==> config.mk <==
export PLATFORM = sky130hd
export DESIGN_NAME = flag_reg_unit
export DESIGN_NICKNAME = d
export VERILOG_FILES = /design/src/rtl/flag_reg_unit.sv
export SDC_FILE = /design/constraint.sdc
export NUM_CORES = 1
export LEC_CHECK = 0
export BUFFER_PORTS_ARGS = -buffer_cell sky130_fd_sc_hd__buf_4
export CAP_MARGIN = 5
export CORE_MARGIN = 1
export CORE_UTILIZATION = 46
export DETAILED_ROUTE_END_ITERATION = 8
export PLACE_DENSITY = 0.77
export SLEW_MARGIN = 20
export SYNTH_ARGS = -nofsm -noshare
export SYNTH_HDL_FRONTEND = slang
export SYNTH_SLANG_ARGS = --single-unit
==> constraint.sdc <==
create_clock -name clk -period 1.75 [get_ports clk]
set_clock_uncertainty 0.05 [all_clocks]
set_input_delay 0.175 -clock clk [delete_from_list [all_inputs] [get_ports clk]]
set_output_delay 0.175 -clock clk [all_outputs]
set_load 0.01 [all_outputs]
==> src/rtl/flag_reg_unit.sv <==
// flag_reg_unit
//   Holds the Z (zero), N (sign) and C (carry) status flags that feed the
//   jump controller, plus a small LIFO shadow stack that saves the flags on
//   interrupt entry and restores them on return-from-interrupt.
//
// Parameters
//   WIDTH : ALU result width in bits
//   DEPTH : number of shadow-stack entries (1..3)
//
// Ports
//   clk         : system clock, every state change on its rising edge
//   rst         : synchronous active-high reset
//   alu_res     : result of the current ALU operation
//   alu_cout    : carry/borrow out of the current ALU operation
//   upd_mask    : per-flag update enables, bit0=Z, bit1=N, bit2=C
//   setc, clrc  : force C to 1 / 0 (both high leaves C unchanged)
//   jmp_taken   : the jump controller took a jump this cycle
//   jmp_op      : condition code of that jump
//   int_save    : interrupt entry, push the flags
//   flg_restore : RTI, pop the flags
//   zero, sign, carry : registered flags
//   stk_cnt     : number of occupied shadow-stack entries
//   ovf_err, udf_err  : sticky push-overflow / pop-underflow errors
module flag_reg_unit #(
  parameter int WIDTH = 16,
  parameter int DEPTH = 2
) (
  input  logic             clk,
  input  logic             rst,
  input  logic [WIDTH-1:0] alu_res,
  input  logic             alu_cout,
  input  logic [2:0]       upd_mask,
  input  logic             setc,
  input  logic             clrc,
  input  logic             jmp_taken,
  input  logic [3:0]       jmp_op,
  input  logic             int_save,
  input  logic             flg_restore,
  output logic             zero,
  output logic             sign,
  output logic             carry,
  output logic [1:0]       stk_cnt,
  output logic             ovf_err,
  output logic             udf_err
);

  localparam logic [1:0] DEPTH_C = 2'(DEPTH);

  localparam logic [3:0] OP_ZERO  = 4'd0;
  localparam logic [3:0] OP_EQUAL = 4'd2;
  localparam logic [3:0] OP_CARRY = 4'd8;

  logic       zero_q, sign_q, carry_q;
  logic       zero_d, sign_d, carry_d;
  logic [1:0] stkCnt_q;
  logic       ovfErr_q, udfErr_q;

  // Only the first DEPTH entries are ever written; the rest are pruned.
  logic [2:0] stack_q [4];

  logic       clearZ, clearC;
  logic       doPush, doPop, pushFull, popEmpty;
  logic [2:0] nextFlags;
  logic [2:0] topEntry;

  // Next flag values from the ALU, setc/clrc and jump consumption, in
  // priority order setc/clrc > upd_mask > jump consumption. Restore is
  // applied later because it must not feed into a same-cycle save.
  always_comb begin
    clearZ = jmp_taken && ((jmp_op == OP_ZERO) || (jmp_op == OP_EQUAL));
    clearC = jmp_taken && (jmp_op == OP_CARRY);

    zero_d = zero_q;
    if (upd_mask[0]) begin
      zero_d = (alu_res == '0);
    end else if (clearZ) begin
      zero_d = 1'b0;
    end

    sign_d = upd_mask[1] ? alu_res[WIDTH-1] : sign_q;

    carry_d = carry_q;
    if (setc && clrc) begin
      carry_d = carry_q;
    end else if (setc) begin
      carry_d = 1'b1;
    end else if (clrc) begin
      carry_d = 1'b0;
    end else if (upd_mask[2]) begin
      carry_d = alu_cout;
    end else if (clearC) begin
      carry_d = 1'b0;
    end

    nextFlags = {carry_d, sign_d, zero_d};
  end

  // Stack control: a restore always takes precedence over a save.
  always_comb begin
    doPop    = flg_restore && (stkCnt_q != 2'd0);
    popEmpty = flg_restore && (stkCnt_q == 2'd0);
    doPush   = int_save && !flg_restore && (stkCnt_q < DEPTH_C);
    pushFull = int_save && !flg_restore && (stkCnt_q >= DEPTH_C);
    topEntry = stack_q[stkCnt_q - 2'd1];
  end

  // Flag, occupancy and sticky error registers.
  always_ff @(posedge clk) begin
    if (rst) begin
      zero_q   <= 1'b0;
      sign_q   <= 1'b0;
      carry_q  <= 1'b0;
      stkCnt_q <= 2'd0;
      ovfErr_q <= 1'b0;
      udfErr_q <= 1'b0;
    end else begin
      if (doPop) begin
        {carry_q, sign_q, zero_q} <= topEntry;
        stkCnt_q <= stkCnt_q - 2'd1;
      end else begin
        {carry_q, sign_q, zero_q} <= nextFlags;
        if (doPush) begin
          stkCnt_q <= stkCnt_q + 2'd1;
        end
      end
      if (pushFull) begin
        ovfErr_q <= 1'b1;
      end
      if (popEmpty) begin
        udfErr_q <= 1'b1;
      end
    end
  end

  // Stack storage needs no reset: clearing the count discards its contents.
  always_ff @(posedge clk) begin
    if (!rst && doPush) begin
      stack_q[stkCnt_q] <= nextFlags;
    end
  end

  assign zero    = zero_q;
  assign sign    = sign_q;
  assign carry   = carry_q;
  assign stk_cnt = stkCnt_q;
  assign ovf_err = ovfErr_q;
  assign udf_err = udfErr_q;

endmodule
==> flow_summary_export.csv, run 1 <==
group,metric,value,unit
status,run_status,"finished, final reports clean",
yosys,yosysSeqAreaShare,54.6,%
yosys,synth_top_cell_by_area,"edfxtp_1",
clocking,cts_hold_buf,0,
timing,slew_viol_final,0,
die,die-area,2170,µm²
pwr,max-vdd-ir-drop,0.830,mV
global_routing,grt_max_degree,11,
setup_path,path_max_fanout,4,
place,port_buffers,37,
clocking,cts.clk_slew.worst_paths,100,ps
setup_path,worst-setup-path-type,"reg -> reg",
die,die_w,46.6,µm
final_layout,n_antenna_cell,0,
worst_hold_path,hold_class,"in -> reg",
drt,routed_wl,1740,µm
yosys,netlist_top_cells_area,"edfxtp_1 (39%), dfxtp_1 (15%), mux4_2 (7.4%)",
clocking,cts_buffer_depth,2,
setup_path,crit_path_max_incr_delay,380,ps
clocking,cts.sinks,19,
final_layout,final_cell_mix,"buf_4 (39), nor2_1 (13), edfxtp_1 (12), dfxtp_1 (7), a21oi_1 (5)",
place,dpl.hpwl,1390,µm
setup_path,critPathCaptureType,"flop",
yosys,ys_seq_elements,19,
setup_path,crit_family,"adder cells",
yosys,synth-edff-count,12,
timing,fin_crit_sh,84.6,%
clocking,clk_latency,290,ps
die,pin_count,38,
clocking,clock-root-buffer,"clkbuf_4",
pwr,total_power,1470,µW
timing,fin_crit,1480,ps
final_layout,final_common_cell,"buf_4",
setup_path,cp_data_arrival_time,1620,ps
yosys,synth_area_per_cell,11.9,µm²
yosys,yosys_warnings,0,
die,core_area,1800,µm²
clocking,cts_buffers,3,
global_routing,antenna_found_initial,0,
timing,fin_setup_tns,0,ps
place,preCtsSetupSlack,274,ps
clocking,htreeDepth,1,
timing,finalHoldViolations,0,
drt,drt_iter0_markers,13,
pwr,p_leak,0.000509,µW
final_layout,final_nets,154,
setup_path,critPathLaunchType,"flop",
setup_path,cp_cell_sequence,"inv_1, ha_1, mux4_2, a21oi_1, a21oi_1",
yosys,syn_inst,77,
clocking,cts_tree,"done",
die,rows,15,
setup_path,worstRegToRegCells,5,
timing,max_freq,0.675,GHz
timing,tightest_slew,370,ps
yosys,netlist.area_leader.share,39.3,%
clocking,post_cts_resized,0,
drt,detail_route.wl_per_cell,12.1,µm
setup_path,worstPathRequired,1890,ps
setup_path,cp_num_buf_inv,1,
drt,antenna_left,0,
timing,rsz0062_at_grt,"false",
global_routing,grt_pass1_vias,644,
die,start_util,50.8,%
yosys,syn-cell-area,916,µm²
timing,setup_violations,0,
worst_hold_path,holdPathStages,2,
setup_path,crit_top_cell,"a21oi_1",
setup_path,cp_slowest_cell,"ha_1",
drt,drt-pass1-iter-count,2,
timing,maxSlewHeadroom,75.0,%
yosys,ys_types,27,
run,max_cap_viol_count,0,
global_routing,gr-usage-all-layers,16.6,%
pwr,pwr_density_cell,1170,nW/µm²
global_routing,grt-ovfl-total,0,
place,place_congestion,0.771,
drt,drc_errors,0,
yosys,synth_top_flop_cell,"edfxtp_1",
drt,num_vias,743,
clocking,post_cts_buffers,0,
final_layout,area.growth.synth_to_final,37.3,%
timing,fin_ws,269,ps
die,die_y,46.6,µm
yosys,async_flop_share,0,%
drt,routed_via_density,5.20,
yosys,syn_nets,112,
final_layout,drive_gt1_share,40.7,%
global_routing,grt_pass1_wl,2380,µm
setup_path,cp.depth,5,
## stage by stage
stage | hold WS [ps] | area (µm²) | instances | util [%]
finish | 58.6 | 1260 | 143 | 69.8
global route | 71.5 | 1260 | 143 | 69.8
CTS | 56.6 | 1260 | 143 | 69.8
detailed placement | 372 | 1230 | 139 | 68.3
global placement | 367 | 1230 | 139 | 68.3
floorplan | 266 | 916 | 77 | -
## layer usage
| metal | track usage (%) | wire, µm | vias to the layer above |
|---|---|---|---|
| met2 | 31.9 | 823 | 40 |
| li1 | - | - | 369 |
| met4 | 8.57 | 17 | 0 |
| met3 | 2.75 | 217 | 4 |
| met1 | 16.5 | 678 | 330 |
| met5 | 0 | 0 | - |
## synthesized netlist by cell type (2+ instances only)
cell type  count
mux4_2         3
nor2_1        13
and2_1         4
inv_1          2
ha_1           4
nor3_1         4
dfxtp_1        7
nand2b_1       3
edfxtp_1      12
nor4_1         2
nand2_1        2
nor4b_2        2
a21oi_1        5
## layout make-up
class / instances / area (µm²)
inverters: 2 / 7.51
clock buffers: 4 / 26.3
multi-input cells: 54 / 399
repair buffers: 39 / 293
fillers: 149 / 544
flip-flops and latches: 19 / 500
well taps: 25 / 31.3
## state kept, by name, indices dropped and copies added (netlist names)
name     cells
udf_err      1
ovf_err      1
sign         1
stack_q     12
stk_cnt      2
carry        1
zero         1
## final timing paths
path | start | endpoint | slack [ps]
hold reg to reg | ovf_err | ovf_err | 430
setup / recovery | stk_cnt[0] | zero | 270
setup reg to reg | stk_cnt[0] | zero | 270
hold / removal | rst | stk_cnt[0] | 60
## where the power goes
group / internal (µW) / switching (µW)
sequential: 560 / 30.4
clock: 88.7 / 125
combinational: 354 / 315
## cells by family (layout without fill, tap and decap cells)
kind of cell    count (synthesis)  after routing  synth area share [%]
compound gates                  9              9                  6.01
xor+xnor                        1              1                 0.956
fa+ha+maj                       4              4                  5.46
buf+inv                         4             45                  1.78
flops                          19             19                  54.6
mux                             5              5                  9.70
simple gates                   35             35                  21.4
No activity file was read; power rests on OpenSTA's default activity.
==> inputs of run 2 (changes only) <==
==> constraint.sdc (replaced) <==
create_clock -name clk -period 1.5 [get_ports clk]
set_clock_uncertainty 0.05 [all_clocks]
set_input_delay 0.15 -clock clk [delete_from_list [all_inputs] [get_ports clk]]
set_output_delay 0.15 -clock clk [all_outputs]
set_load 0.01 [all_outputs]
==> flow_summary_export.csv, run 2 (synthesized netlist as in run 1, its figures left out) <==
group,metric,value,unit
status,run_status,"finished, final reports clean",
pwr,max-vdd-ir-drop,1.00,mV
pwr,p_clk_share,13.2,%
global_routing,antenna_found_initial,0,
drt,drt-pass1-iter-count,3,
setup_path,timing.rr.start,"stk_cnt[0]",
final_layout,final_nets,157,
clocking,cts_buffers,3,
pwr,p_leak,0.000529,µW
pwr,intPower,1290,µW
timing,maxSlewHeadroom,75.3,%
clocking,clk_latency,290,ps
die,die_y,46.6,µm
setup_path,critPathLaunchType,"flop",
final_layout,nFillCells,136,
timing,finalHoldViolations,0,
setup_path,critPathCaptureType,"flop",
final_layout,largest_reg_flops,12,
final_layout,final_core_utilization,72.2,%
setup_path,worstRegToRegCells,5,
clocking,cts_tree,"done",
final_layout,drive_gt1_share,45.5,%
timing,fin_crit,1430,ps
setup_path,worstPathRequired,1640,ps
die,die_w,46.6,µm
place,preCtsSetupSlack,47.9,ps
place,place_congestion,0.803,
worst_hold_path,holdPathStages,2,
final_layout,final_common_cell,"buf_4",
worst_hold_path,hp-start,"rst",
global_routing,grt-ovfl-total,0,
setup_path,worstReg2RegEnd,"zero",
setup_path,path_max_fanout,6,
timing,fin_ws,70.6,ps
worst_hold_path,hold_path_end,"stk_cnt[0]",
timing,fin_setup_tns,0,ps
drt,detail_route.wl_per_cell,13.8,µm
final_layout,n_antenna_cell,0,
pwr,sw_frac_of_total,31.4,%
final_layout,final_cell_mix,"buf_4 (42), nor2_1 (13), edfxtp_1 (12), a21oi_1 (5), dfxtp_1 (5)",
place,dpl.hpwl,1570,µm
timing,slew_viol_final,0,
timing,max_freq,0.700,GHz
setup_path,reg2reg_slack,70,ps
pwr,seq_power_share,38.5,%
timing,fin_crit_sh,95.3,%
final_layout,area.growth.synth_to_final,42.1,%
clocking,cts_buffer_depth,2,
global_routing,grt_max_degree,12,
clocking,clock-root-buffer,"clkbuf_4",
drt,drt_iter0_markers,7,
pwr,switchingPower,593,µW
drt,num_vias,751,
die,die-area,2170,µm²
run,max_cap_viol_count,0,
setup_path,worst-setup-path-type,"reg -> reg",
pwr,combPwrFrac,48.3,%
drt,routed_via_density,5.14,
place,port_buffers,37,
timing,whs,31.4,ps
global_routing,grt_pass1_vias,648,
die,pin_count,38,
timing,setup_violations,0,
pwr,pwr_density_cell,1450,nW/µm²
die,core_area,1800,µm²
die,start_util,50.8,%
clocking,htreeDepth,1,
clocking,cts.sinks,19,
clocking,cts.clk_slew.worst_paths,100,ps
final_layout,regMostFlops,"stack_q",
worst_hold_path,hold_class,"in -> reg",
drt,antenna_left,0,
global_routing,gr-usage-all-layers,19.5,%
drt,routed_wl,2010,µm
global_routing,grt_pass1_wl,2780,µm
die,rows,15,
timing,tightest_slew,366,ps
drt,drc_errors,0,
setup_path,cp_data_arrival_time,1570,ps
## run 2: cell types whose count changed in the layout (fill, tap and decap cells not counted), sizes merged
| cell | previous run | this run |
|---|---|---|
| buf | 39 | 42 |
| clkinv | 0 | 1 |
| clkbuf | 4 | 3 |
## run 2: how the worst max path moves through the flow
stage / startpoint / endpoint / slack, ps / cells after the start
after floorplan: stk_cnt[0] / zero / 7 / 6
after global placement: stk_cnt[1] / zero / 80 / 5
after detailed placement: stk_cnt[1] / zero / 50 / 5
after CTS: stk_cnt[1] / zero / 40 / 5
after global routing: stk_cnt[0] / zero / -3 / 5
final: stk_cnt[0] / zero / 70 / 5
## run 2: power by group through the flow
stage / registers (µW) / clock network, µW / logic (µW)
floorplan: 767 / 0 / 521
global placement: 749 / 0 / 775
detailed placement: 755 / 0 / 785
CTS: 742 / 251 / 793
global route: 739 / 273 / 1010
finish: 727 / 249 / 912
## run 2: area by class of cell
class                           count  area [µm²]  share of cell area [%]
Multi-Input combinational cell     54         412                    31.6
Sequential cell                    19         508                    39.0
Clock buffer                        3        22.5                    1.73
Inverter                            2        7.51                   0.577
Tap cell                           25        31.3                    2.40
Clock inverter                      1        5.00                   0.385
Timing Repair Buffer               42         315                    24.2
## run 2: through the flow
step                total power, µW  instance area (µm²)  cells
global route                   2020                 1300    146
detailed placement             1540                 1240    138
floorplan                      1290                  940     77
global placement               1520                 1240    138
finish                         1890                 1300    146
CTS                            1790                 1270    142
## run 2: what timing repair did
action	in CTS	in global routing
resized for setup	0	1
hold buffers	0	0
endpoints found under the setup margin	0	2
buffers inserted	0	4
## run 2: worst max-delay path, stage by stage (launching register included)
cell and delay [ps]:
dfxtp_4 390, inv_1 90, ha_4 300, mux4_2 290, a21oi_1 150, a21oi_1 70
## run 2: layer usage
metal / track usage, % / part of all wire, %
met5: 0 / 0
met4: 6.86 / 0.85
met3: 3.14 / 11
met2: 37.2 / 49
met1: 21.3 / 39
